`src/rtl/l2_port_arbiter_pkg.sv`:
```
`default_nettype none
// ============================================================================
// Module   : l2_port_arbiter_pkg
// Brief    : Shared types and requester tags for the L2 port arbiter.
// Revision : 1.0
// ============================================================================
package l2_port_arbiter_pkg;

    localparam int   L2_ADDR_WIDTH = 32;
    localparam logic L2_ID_I       = 1'b0;
    localparam logic L2_ID_D       = 1'b1;

    typedef struct packed {
        logic [L2_ADDR_WIDTH-1:0] paddr;
        logic                     id;
    } l2_req_t;

    typedef enum logic [1:0] {
        IDLE = 2'd0,
        REQ  = 2'd1,
        WAIT = 2'd2
    } l2_arb_state_t;

endpackage
`default_nettype wire

```
`src/rtl/l2_port_arbiter_rr_arb2.sv`:
```
`default_nettype none
// ============================================================================
// Module   : rr_arb2
// Brief    : Combinational two-way round-robin pick with one-hot grant.
// Revision : 1.0
// ============================================================================
module rr_arb2
    import l2_port_arbiter_pkg::*;
(
    input  logic [1:0] i_req,
    input  logic       i_last,
    output logic [1:0] o_gnt
);

    // Bit 0 is the I-side, bit 1 the D-side; a tie goes to the side that lost last time.
    always_comb begin
        o_gnt = i_req;
        if (i_req == 2'b11) begin
            o_gnt = (i_last == L2_ID_D) ? 2'b01 : 2'b10;
        end
    end

endmodule
`default_nettype wire

```
`src/rtl/l2_port_arbiter.sv`:
```
`default_nettype none
// ============================================================================
// Module   : l2_port_arbiter
// Brief    : Serializes I-side and D-side misses onto the single L2 port.
// Revision : 1.0
// ============================================================================
module l2_port_arbiter
    import l2_port_arbiter_pkg::*;
#(
    parameter int ADDR_WIDTH = 32,
    parameter int DATA_WIDTH = 64
) (
    input  logic                  i_clk,
    input  logic                  i_rst_n,
    input  logic                  i_flush,
    input  logic                  i_i_req,
    input  logic [ADDR_WIDTH-1:0] i_i_paddr,
    output logic                  o_i_resp,
    output logic                  o_i_err,
    output logic [DATA_WIDTH-1:0] o_i_data,
    input  logic                  i_d_req,
    input  logic [ADDR_WIDTH-1:0] i_d_paddr,
    output logic                  o_d_resp,
    output logic                  o_d_err,
    output logic [DATA_WIDTH-1:0] o_d_data,
    output logic                  o_l2_req,
    output logic [ADDR_WIDTH-1:0] o_l2_paddr,
    output logic                  o_l2_id,
    input  logic                  i_l2_ack,
    input  logic                  i_l2_resp,
    input  logic                  i_l2_err,
    input  logic [DATA_WIDTH-1:0] i_l2_data,
    input  logic [31:0]           i_log_fd
);

    l2_arb_state_t         r_state;
    l2_arb_state_t         w_state_nxt;
    logic [1:0]            w_req;
    logic [1:0]            w_gnt;
    logic                  w_grant;
    logic                  w_win_id;
    logic [ADDR_WIDTH-1:0] w_win_paddr;
    logic                  w_drop_now;
    logic                  r_last;
    logic                  r_drop;
    logic                  r_l2_req;
    logic [ADDR_WIDTH-1:0] r_l2_paddr;
    logic                  r_l2_id;
    logic                  r_i_resp;
    logic                  r_i_err;
    logic [DATA_WIDTH-1:0] r_i_data;
    logic                  r_d_resp;
    logic                  r_d_err;
    logic [DATA_WIDTH-1:0] r_d_data;

    assign w_req = {i_d_req, i_i_req & ~i_flush};

    rr_arb2 u_rr_arb2 (
        .i_req  (w_req),
        .i_last (r_last),
        .o_gnt  (w_gnt)
    );

    assign w_grant     = |w_gnt;
    assign w_win_id    = w_gnt[1] ? L2_ID_D : L2_ID_I;
    assign w_win_paddr = w_gnt[1] ? i_d_paddr : i_i_paddr;
    // A flush landing on the response cycle itself must still drop it.
    assign w_drop_now  = r_drop | (i_flush & (r_l2_id == L2_ID_I));

    always_ff @(posedge i_clk) begin
        if (!i_rst_n) r_state <= IDLE;
        else          r_state <= w_state_nxt;
    end

    always_comb begin
        w_state_nxt = r_state;
        case (r_state)
            IDLE:    if (w_grant)   w_state_nxt = REQ;
            REQ:     if (i_l2_ack)  w_state_nxt = WAIT;
            WAIT:    if (i_l2_resp) w_state_nxt = IDLE;
            default: w_state_nxt = IDLE;
        endcase
    end

    always_ff @(posedge i_clk) begin
        if (!i_rst_n) begin
            r_last     <= L2_ID_D;
            r_drop     <= 1'b0;
            r_l2_req   <= 1'b0;
            r_l2_paddr <= '0;
            r_l2_id    <= L2_ID_I;
            r_i_resp   <= 1'b0;
            r_i_err    <= 1'b0;
            r_i_data   <= '0;
            r_d_resp   <= 1'b0;
            r_d_err    <= 1'b0;
            r_d_data   <= '0;
        end else begin
            r_i_resp <= 1'b0;
            r_d_resp <= 1'b0;
            case (r_state)
                IDLE: begin
                    r_drop <= 1'b0;
                    if (w_grant) begin
                        r_l2_req   <= 1'b1;
                        r_l2_paddr <= w_win_paddr;
                        r_l2_id    <= w_win_id;
                        r_last     <= w_win_id;
                    end
                end
                REQ: begin
                    if (i_l2_ack) r_l2_req <= 1'b0;
                    if (i_flush && r_l2_id == L2_ID_I) r_drop <= 1'b1;
                end
                WAIT: begin
                    if (i_flush && r_l2_id == L2_ID_I) r_drop <= 1'b1;
                    if (i_l2_resp) begin
                        if (r_l2_id == L2_ID_D) begin
                            r_d_resp <= 1'b1;
                            r_d_err  <= i_l2_err;
                            r_d_data <= i_l2_data;
                        end else if (!w_drop_now) begin
                            r_i_resp <= 1'b1;
                            r_i_err  <= i_l2_err;
                            r_i_data <= i_l2_data;
                        end
                    end
                end
                default: ;
            endcase
        end
    end

    assign o_l2_req   = r_l2_req;
    assign o_l2_paddr = r_l2_paddr;
    assign o_l2_id    = r_l2_id;
    assign o_i_resp   = r_i_resp;
    assign o_i_err    = r_i_err;
    assign o_i_data   = r_i_data;
    assign o_d_resp   = r_d_resp;
    assign o_d_err    = r_d_err;
    assign o_d_data   = r_d_data;

`ifndef SYNTHESIS
    always @(posedge i_clk) begin
        if (i_rst_n) begin
            assert (!(i_l2_resp && r_state != WAIT))
                else $error("[L2A] i_l2_resp outside WAIT");
            // A live, undropped I-side owner must keep its request up until the response.
            assert (!(r_state != IDLE && r_l2_id == L2_ID_I && !r_drop && !i_flush && !i_i_req))
                else $error("[L2A] I-side request withdrawn before response");
            if (i_log_fd != 32'd0) begin
                if (r_state == IDLE && w_grant)
                    $display("[L2A] grant id=%0d paddr=%h", w_win_id, w_win_paddr);
                if (r_state == WAIT && i_l2_resp)
                    $display("[L2A] resp id=%0d err=%0d drop=%0d data=%h",
                             r_l2_id, i_l2_err, (r_l2_id == L2_ID_I) && w_drop_now, i_l2_data);
            end
        end
    end
`endif

endmodule
`default_nettype wire

```
`config.mk`:
```
export PLATFORM = sky130hd
export DESIGN_NAME = l2_port_arbiter
export DESIGN_NICKNAME = d
export VERILOG_FILES = /design/src/rtl/l2_port_arbiter_pkg.sv /design/src/rtl/l2_port_arbiter_rr_arb2.sv /design/src/rtl/l2_port_arbiter.sv
export SDC_FILE = /design/constraint.sdc
export NUM_CORES = 1
export LEC_CHECK = 0
export ABC_AREA = 1
export BUFFER_PORTS_ARGS = -buffer_cell sky130_fd_sc_hd__clkbuf_2
export CORE_MARGIN = 1
export CORE_UTILIZATION = 40
export DETAILED_ROUTE_END_ITERATION = 8
export HOLD_SLACK_MARGIN = 0.02
export PLACE_DENSITY = 0.82
export SLEW_MARGIN = 10
export SYNTH_ARGS = -nofsm -noshare
export SYNTH_HDL_FRONTEND = slang
export SYNTH_SLANG_ARGS = --single-unit
```
`constraint.sdc`:
```
create_clock -name i_clk -period 2.45 [get_ports i_clk]
set_clock_uncertainty 0.1 [all_clocks]
set_input_delay 0.1225 -clock i_clk [delete_from_list [all_inputs] [get_ports i_clk]]
set_output_delay 0.1225 -clock i_clk [all_outputs]
set_load 0.005 [all_outputs]
```
==> run summary, run 1 <==
* 334 — ports placed on the boundary
* 130.4 um — width of the die
* completed — status
* 6 — hold path cells
* 5778 uW — internal power
* 2741 uW — NetSw
* 140 — count of hold buffers inserted by post-cts repair
* 0.2530 — combined global-route utilization of all metal layers
* 12.18 mm — HPWL reported at the end of detailed placement
* 1,477 — Layout Nets
* 0 — overall overflow remaining after global route
* 0 — DRC
* 8519 uW — overall power consumption
* 170 — synthesized flop and latch total
* 420 ps — clock latency at the later pin of the worst-skew pair
* 0.9307 — period utilisation layout
* 0 — number of max-capacitance violations reported
* dfxtp_1 — cell taking the most area after synthesis
* 33.55 mm — wire length of the first global-routing pass
* 0.006598 mm2 — post-synthesis instance area
* 46 — row count
* 0.4415 — met2 global-route usage
* 0 — final count of hold timing violations
* 0.004788 uW — static leakage power
* 2500 ps — Data arrival, critical path
* 22.10 mm — total wire length
* 17 — number of clock buffers inserted by TritonCTS
* 14.41 um — wire per inst
* 0 — setup-violating endpoint count in the final report
* 130.4 um — Die Ht
* 0.08225 — met3 Resource Use GR
* 0.7818 — routability cong.
* 0.4511 mV — worst ir drop on vdd
* 0 — Slew Limit Fails
* 122.2 ps — Fin Hold WS
* 9 — R2R cell count
* 0.2678 — share of post-route cells with drive strength above 1
* 0 — number of antenna violations at the first check in global routing
* 0.3217 — Sw Share
* clkbuf_16 — Clock Root Buffer
* flop — sort of element at the start of the critical path
* 897 — post-synthesis instance total
* 684.3 ps — worst slew pin tran
* 0.316 — part of the total power dissipated in the clock network
* false — RSZ-0062 raised after global routing
* 2280 ps — Min Clock Period, post-route
* 1,069 — net count of the mapped netlist
* 0.2667 — global routing usage on met1
* 54.69% — area growth from synthesis to layout
* 0 ps — setup tns final
* 0 — post_cts resized
* 447 — DR iter-0 viols
* flop — endpoint class of the critical path
* 0.401 — sequential cell fraction of total power
* 0.4123 — effective utilization at floorplan
* dfxtp_1 52%, nor2_1 11%, o21ai_0 9.4% — cell types with the largest area share after synthesis
* 53 — worst-path maximum fanout
* 0.5158 — Synth top area share
* 2670 ps — WP data required
* 834.7 mW/mm2 — pwr/cell area
* 7.355 um2 — Syn Area/Cell
* 4 — htree depth
* 0 — final antenna-violating net count
* 0 — post-CTS setup repair buffer count
* 0.5431 — worst relative slew slack
* reg -> reg — category of the critical setup timing path
* 0.01701 mm2 — area of the die
* 70 ps — Clock transition at path regs
* 99 — maximum number of pins on one net before global-route repair
* met2 — routing layer with the top usage in global route
* 21 — post-synthesis cell type count
* 1,257 — fill count
* 0 — count of inserted antenna diode cells
* 7,511 — Vias
* 170 — total number of clock tree sinks
* 0.01600 mm2 — Core Footprint
* 301 — PortBufs
* 4.896 — via density per instance
* 0.5158 — part of the Yosys area used for sequential elements
* built — TritonCTS clock tree
* 0 — Yosys Warn Count
* in -> reg — class of the worst hold path
* 0.283 — combinational share of power
* 7,102 — vias in the first global route
* 5 — First-pass DRT Iterations
* 2 — Clock Tree Buf Depth
* 438.5 MHz — Fmax achieved
-- through the flow --
stage                     instances  area [um2]  setup WS [ps]    util
after CTS                      1534       10210          222.9  0.6379
after detailed placement       1362        8213          632.1  0.5133
after global routing           1534       10210          14.75  0.6379
after global placement         1362        8213          714.2  0.5133
after floorplan                 897        6598          926.2       -
final                          1534       10210          169.7  0.6379
-- registers in the layout (all words and copies together), names as in the netlist --
| register | flops |
|---|---|
| o_d_resp | 1 |
| o_i_data | 64 |
| o_d_data | 64 |
| o_l2_id | 1 |
| o_l2_req | 1 |
| o_l2_paddr | 32 |
| r_drop | 1 |
| o_d_err | 1 |
| r_last | 1 |
| r_state | 2 |
| o_i_err | 1 |
| o_i_resp | 1 |
-- layout by cell type (no fill, tap or decap), drive strengths merged, types with 2 or more instances in the layout --
master	n
buf	12
dfxtp	170
ha	4
clkbuf	318
o21ai	130
clkinv	2
dlygate4sd3	140
inv	115
a21oi	69
nor2	203
nand3	71
clkinvlp	3
nand2	78
-- metal layers --
metal	part of all wire	vias to the layer above
met2	0.49	369
met3	0.094	80
met5	0	-
li1	-	3643
met1	0.37	3419
met4	0.046	0
-- layout make-up --
cell class | count | area (um2) | area share
Sequential cell | 170 | 3403 | 0.3335
Clock buffer | 18 | 439.2 | 0.04303
Inverter | 107 | 401.6 | 0.03935
Timing Repair Buffer | 452 | 3043 | 0.2982
Clock inverter | 14 | 152.6 | 0.01496
Multi-Input combinational cell | 557 | 2496 | 0.2446
Tap cell | 216 | 270.3 | 0.02648
-- power groups by stage --
stage                     Combinational [uW]  Clock [uW]  Sequential (uW)
after floorplan                         1170           0             3480
after global placement                  1910           0             3440
after detailed placement                1940           0             3460
after CTS                               2320        2740             3400
after global routing                    2690        2860             3470
final                                   2410        2690             3410
-- worst max-delay path: stages, from the launching register on --
cell           delay (ps)
dfxtp_1               330
inv_1                 110
ha_1                  230
inv_1                 120
a21oi_4               160
buf_12                250
nand3_1               140
dlygate4sd3_1         610
nand2_1                90
inv_1                  40
-- cells by family (layout without fill, tap and decap cells) --
group / Yosys count / in the layout / share of synthesized area
simple gates: 354 / 354 / 0.2162
compound gates: 199 / 199 / 0.1515
flops: 170 / 170 / 0.5158
buf+inv: 170 / 591 / 0.1089
fa+ha+maj: 4 / 4 / 0.007586
-- cell usage after synthesis --
master and number:
nand2_2 1, or2_2 1, nand3_1 71, buf_4 11, o21ai_1 6, nor2_1 202
nor3_1 1, inv_2 4, dfxtp_1 170, ha_1 4, o21ai_0 124, buf_2 16
clkbuf_2 3, buf_6 2, a21oi_1 68, buf_1 3, nor2_2 1, inv_1 103
a21oi_2 1, nand2_1 77, clkbuf_1 28
-- final timing paths --
kind / startpoint / end / slack (ps)
setup reg to reg: r_state[0] / o_l2_paddr[12] / 170
hold reg to reg: o_d_data[54] / o_d_data[54] / 340
hold / removal: i_l2_resp / r_state[1] / 120
setup / recovery: r_state[0] / o_l2_paddr[12] / 170
Note: power is estimated with default switching activity, not from simulation.
==> run 2, diff against run 1 <==
--- a/config.mk
+++ b/config.mk
@@ -5,13 +5,14 @@
 export SDC_FILE = /design/constraint.sdc
 export NUM_CORES = 1
 export LEC_CHECK = 0
-export ABC_AREA = 1
 export BUFFER_PORTS_ARGS = -buffer_cell sky130_fd_sc_hd__clkbuf_2
 export CORE_MARGIN = 1
 export CORE_UTILIZATION = 40
 export DETAILED_ROUTE_END_ITERATION = 8
 export HOLD_SLACK_MARGIN = 0.02
 export PLACE_DENSITY = 0.82
+export SETUP_SLACK_MARGIN = 0.05
+export SKIP_LAST_GASP = 1
 export SLEW_MARGIN = 10
 export SYNTH_ARGS = -nofsm -noshare
 export SYNTH_HDL_FRONTEND = slang
==> run 2 against run 1 <==
Combinational power is 56% lower; synthesized cell count is 12% lower; design area is 0.83% lower; sequential cell count stayed put; sequential power is 13% lower; via count is 7.0% lower; register-to-register slack hardly changed; clock-buffer cell count stayed put; sequential share of layout area is 0.28 points higher; global-route usage is 0.80 points lower; critical path type unchanged; critical endpoint is now o_l2_paddr[8]; highest routed layer unchanged.
==> run summary, run 2 <==
* 160 ps — worst-case register-to-register setup slack, about the same
* 580 ps — Largest stage delay, worst path, -30 ps
* 0.2909 — share of post-route cells with drive strength above 1, +0.02308
* 334 — ports placed on the boundary, unchanged
* 6,601 — vias in the first global route, -7.1%
* 14.89 um — wire per inst, +3.3%
* 446 — DR iter-0 viols, -0.22%
* 653.9 mW/mm2 — pwr/cell area, -22%
* 0 — Post-synth EDFFs, unchanged
* clkbuf_2 — most frequent standard cell in the layout excluding fill and tap cells
* 568.7 ps — worst slew pin tran, -115.6 ps
* 436.3 MHz — Fmax achieved, -0.52%
* 299 x nand2_1, 170 x dfxtp_1, 81 x a21boi_0 — top post-synthesis cells by count
* flop — endpoint class of the critical path
* 793 — post-synthesis instance total, -12%
* 2560 ps — Data arrival, critical path, +60 ps
* 965 — net count of the mapped netlist, -9.7%
* 5 — First-pass DRT Iterations, unchanged
* 8.230 um2 — Syn Area/Cell, +12%
* dfxtp_1 — most used flip-flop cell after synthesis
* 0 ps — setup tns final, unchanged
* 0 — setup-violating endpoint count in the final report, unchanged
* 170 — synthesized flop and latch total, unchanged
* 17 — number of clock buffers inserted by TritonCTS, unchanged
* 0 — final count of hold timing violations, unchanged
* 2 — Clock Tree Buf Depth, unchanged
* 67 — maximum number of pins on one net before global-route repair, -32%
* 46 — row count, unchanged
* 0.006526 mm2 — post-synthesis instance area, -1.1%
* clkbuf_16 — Clock Root Buffer
* dfxtp_1 — cell taking the most area after synthesis
* 0 — number of max-capacitance violations reported, unchanged
* 0.004371 uW — static leakage power, -8.7%
* 0.01589 mm2 — Core Footprint, -0.72%
* 2292 ps — Min Clock Period, post-route, +11.97 ps
* inv_1, ha_2, o21a_1, buf_4, o21ai_0, a21oi_1, dlygate4sd3_1 — Cell Chain, Critical Path
* nand2_1 — most common cell in the netlist
* r_state[1] — worst setup path start
* in -> reg — class of the worst hold path
* 55.08% — area growth from synthesis to layout
* 0.6194 — worst relative slew slack, +0.07632
* 129.7 um — width of the die, -0.54%
* 170 — total number of clock tree sinks, unchanged
* 0.4108 — effective utilization at floorplan, -0.001502
* 0.6371 — share of the core filled with cells in the final layout, -0.0007340
* reg -> reg — category of the critical setup timing path
* 0 — Yosys Warn Count, unchanged
* 6,985 — Vias, -7.0%
* 301 — PortBufs, unchanged
* 0.9356 — period utilisation layout, +0.004887
* completed — status
* 0.5215 — part of the Yosys area used for sequential elements, +0.005637
* 420 ps — clock latency at the later pin of the worst-skew pair, about the same
* 2710 ps — WP data required, +40 ps
* 0 — final antenna-violating net count, unchanged
* dfxtp_1 52%, nand2_1 17%, a21boi_0 9.3% — cell types with the largest area share after synthesis
* 129.7 um — Die Ht, -0.54%
* 0.01683 mm2 — area of the die, -1.1%
* 0 — overall overflow remaining after global route, unchanged
* 0.7708 — routability cong., -1.4%
* 0.4427 mV — worst ir drop on vdd, -1.9%
* 21.23 mm — total wire length, -4.0%
* 4 — hold path cells, -2
* 70 ps — Clock transition at path regs, about the same
* 0 — DRC, unchanged
* r_drop — end of the worst hold path
* 32.08 mm — wire length of the first global-routing pass, -4.4%
* 0 — number of antenna violations at the first check in global routing, unchanged
* 300 x clkbuf_2, 299 x nand2_1, 170 x dfxtp_1 — most used cells in the layout excluding fill and tap cells
* 0.2449 — combined global-route utilization of all metal layers, -0.008022
* 1,369 — Layout Nets, -7.3%
* i_flush — Hold Path Origin
* 12.28 mm — HPWL reported at the end of detailed placement, +0.82%
* false — RSZ-0062 raised after global routing
* 0 — count of inserted antenna diode cells, unchanged
* r_state[1] — worst flop-to-flop path startpoint
* 4 — htree depth, unchanged
* o_l2_paddr[8] — FF-to-FF End
* built — TritonCTS clock tree
* dlygate4sd3_1 — worst-path cell with the longest stage delay
* 4.898 — via density per instance, about the same
* 0 — Slew Limit Fails, unchanged
* 0.5215 — Synth top area share, +0.005637
* 32 — worst-path maximum fanout, -40%
* 0 — proportion of synthesized flip-flops having asynchronous set or reset, unchanged
* 28 — post-synthesis cell type count, +33%
* flop — sort of element at the start of the critical path
* 7 — R2R cell count, -2
[run 2: cell types whose count changed after synthesis, moves of 50 or more]
cell / previous run / this run
nand3_1: 71 / 1
nand2_1: 77 / 299
nor2_1: 202 / 2
o21ai_0: 124 / 37
a21boi_0: 0 / 81
a21boi_1: 0 / 50
inv_1: 103 / 5
[run 2: area by class of cell]
class | count | area (um2)
clock inverters | 14 | 133.9
well taps | 216 | 270.3
multi-input cells | 557 | 2840
flip-flops and latches | 170 | 3403
repair buffers | 446 | 3015
inverters | 5 | 18.77
clock buffers | 18 | 439.2
fillers | 1222 | 5764
[run 2: metrics by stage]
stage               std cells  instance area (um2)  power (uW)  hold WS, ps  setup slack [ps]
floorplan                 793                 6526        3418        156.6             757.9
global placement         1262                 8217        3769        243.8             451.0
detailed placement       1262                 8217        3783        249.9             407.9
CTS                      1426                10110        6617        35.53             76.11
global route             1426                10120        6892        80.88             51.46
finish                   1426                10120        6618        58.09             157.8
[run 2: cells by family (layout without fill, tap and decap cells)]
kind of cell / Yosys count / count (layout) / synth area share
fa+ha+maj: 4 / 4 / 0.007669
flops: 170 / 170 / 0.5215
buf+inv: 66 / 483 / 0.04735
simple gates: 312 / 312 / 0.1848
compound gates: 240 / 240 / 0.2372
mux: 1 / 1 / 0.001534
[run 2: how the worst max path moves through the flow]
stage / to / slack, ps / cells after the start
after global routing: o_l2_paddr[21] / 50 / 6
after floorplan: o_i_data[55] / 760 / 8
final: o_l2_paddr[8] / 160 / 7
after global placement: o_i_data[59] / 450 / 7
after CTS: o_l2_paddr[22] / 80 / 7
after detailed placement: o_i_data[5] / 410 / 7
[run 2: what timing repair did]
item | in CTS | in global routing
endpoints found under the setup margin | 0 | 17
hold buffers | 132 | 0
gates resized for setup | 0 | 2
endpoints found under the hold margin | 164 | 0
setup buffers | 0 | 0
[run 2: report_power, final]
group	leakage [uW]	switching (uW)	internal, uW
Combinational	0.00272	504	549
Clock	0.000272	1210	1370
Sequential	0.00138	84.1	2900
[run 2: worst max-delay path: cells and delay by family, from the launching register on]
| kind | cells | cell delay (ps) |
|---|---|---|
| buf+inv | 3 | 1000 |
| fa+ha+maj | 1 | 300 |
| flops | 1 | 330 |
| compound gates | 3 | 510 |
[run 2: per-layer routing]
layer / GRT usage / wire length [um] / up-vias
met3: 0.06109 / 1587 / 38
met4: 0.1040 / 539 / 0
met1: 0.2808 / 8546 / 3220
li1: - / - / 3409
met5: 0 / 0 / -
met2: 0.4332 / 10550 / 318
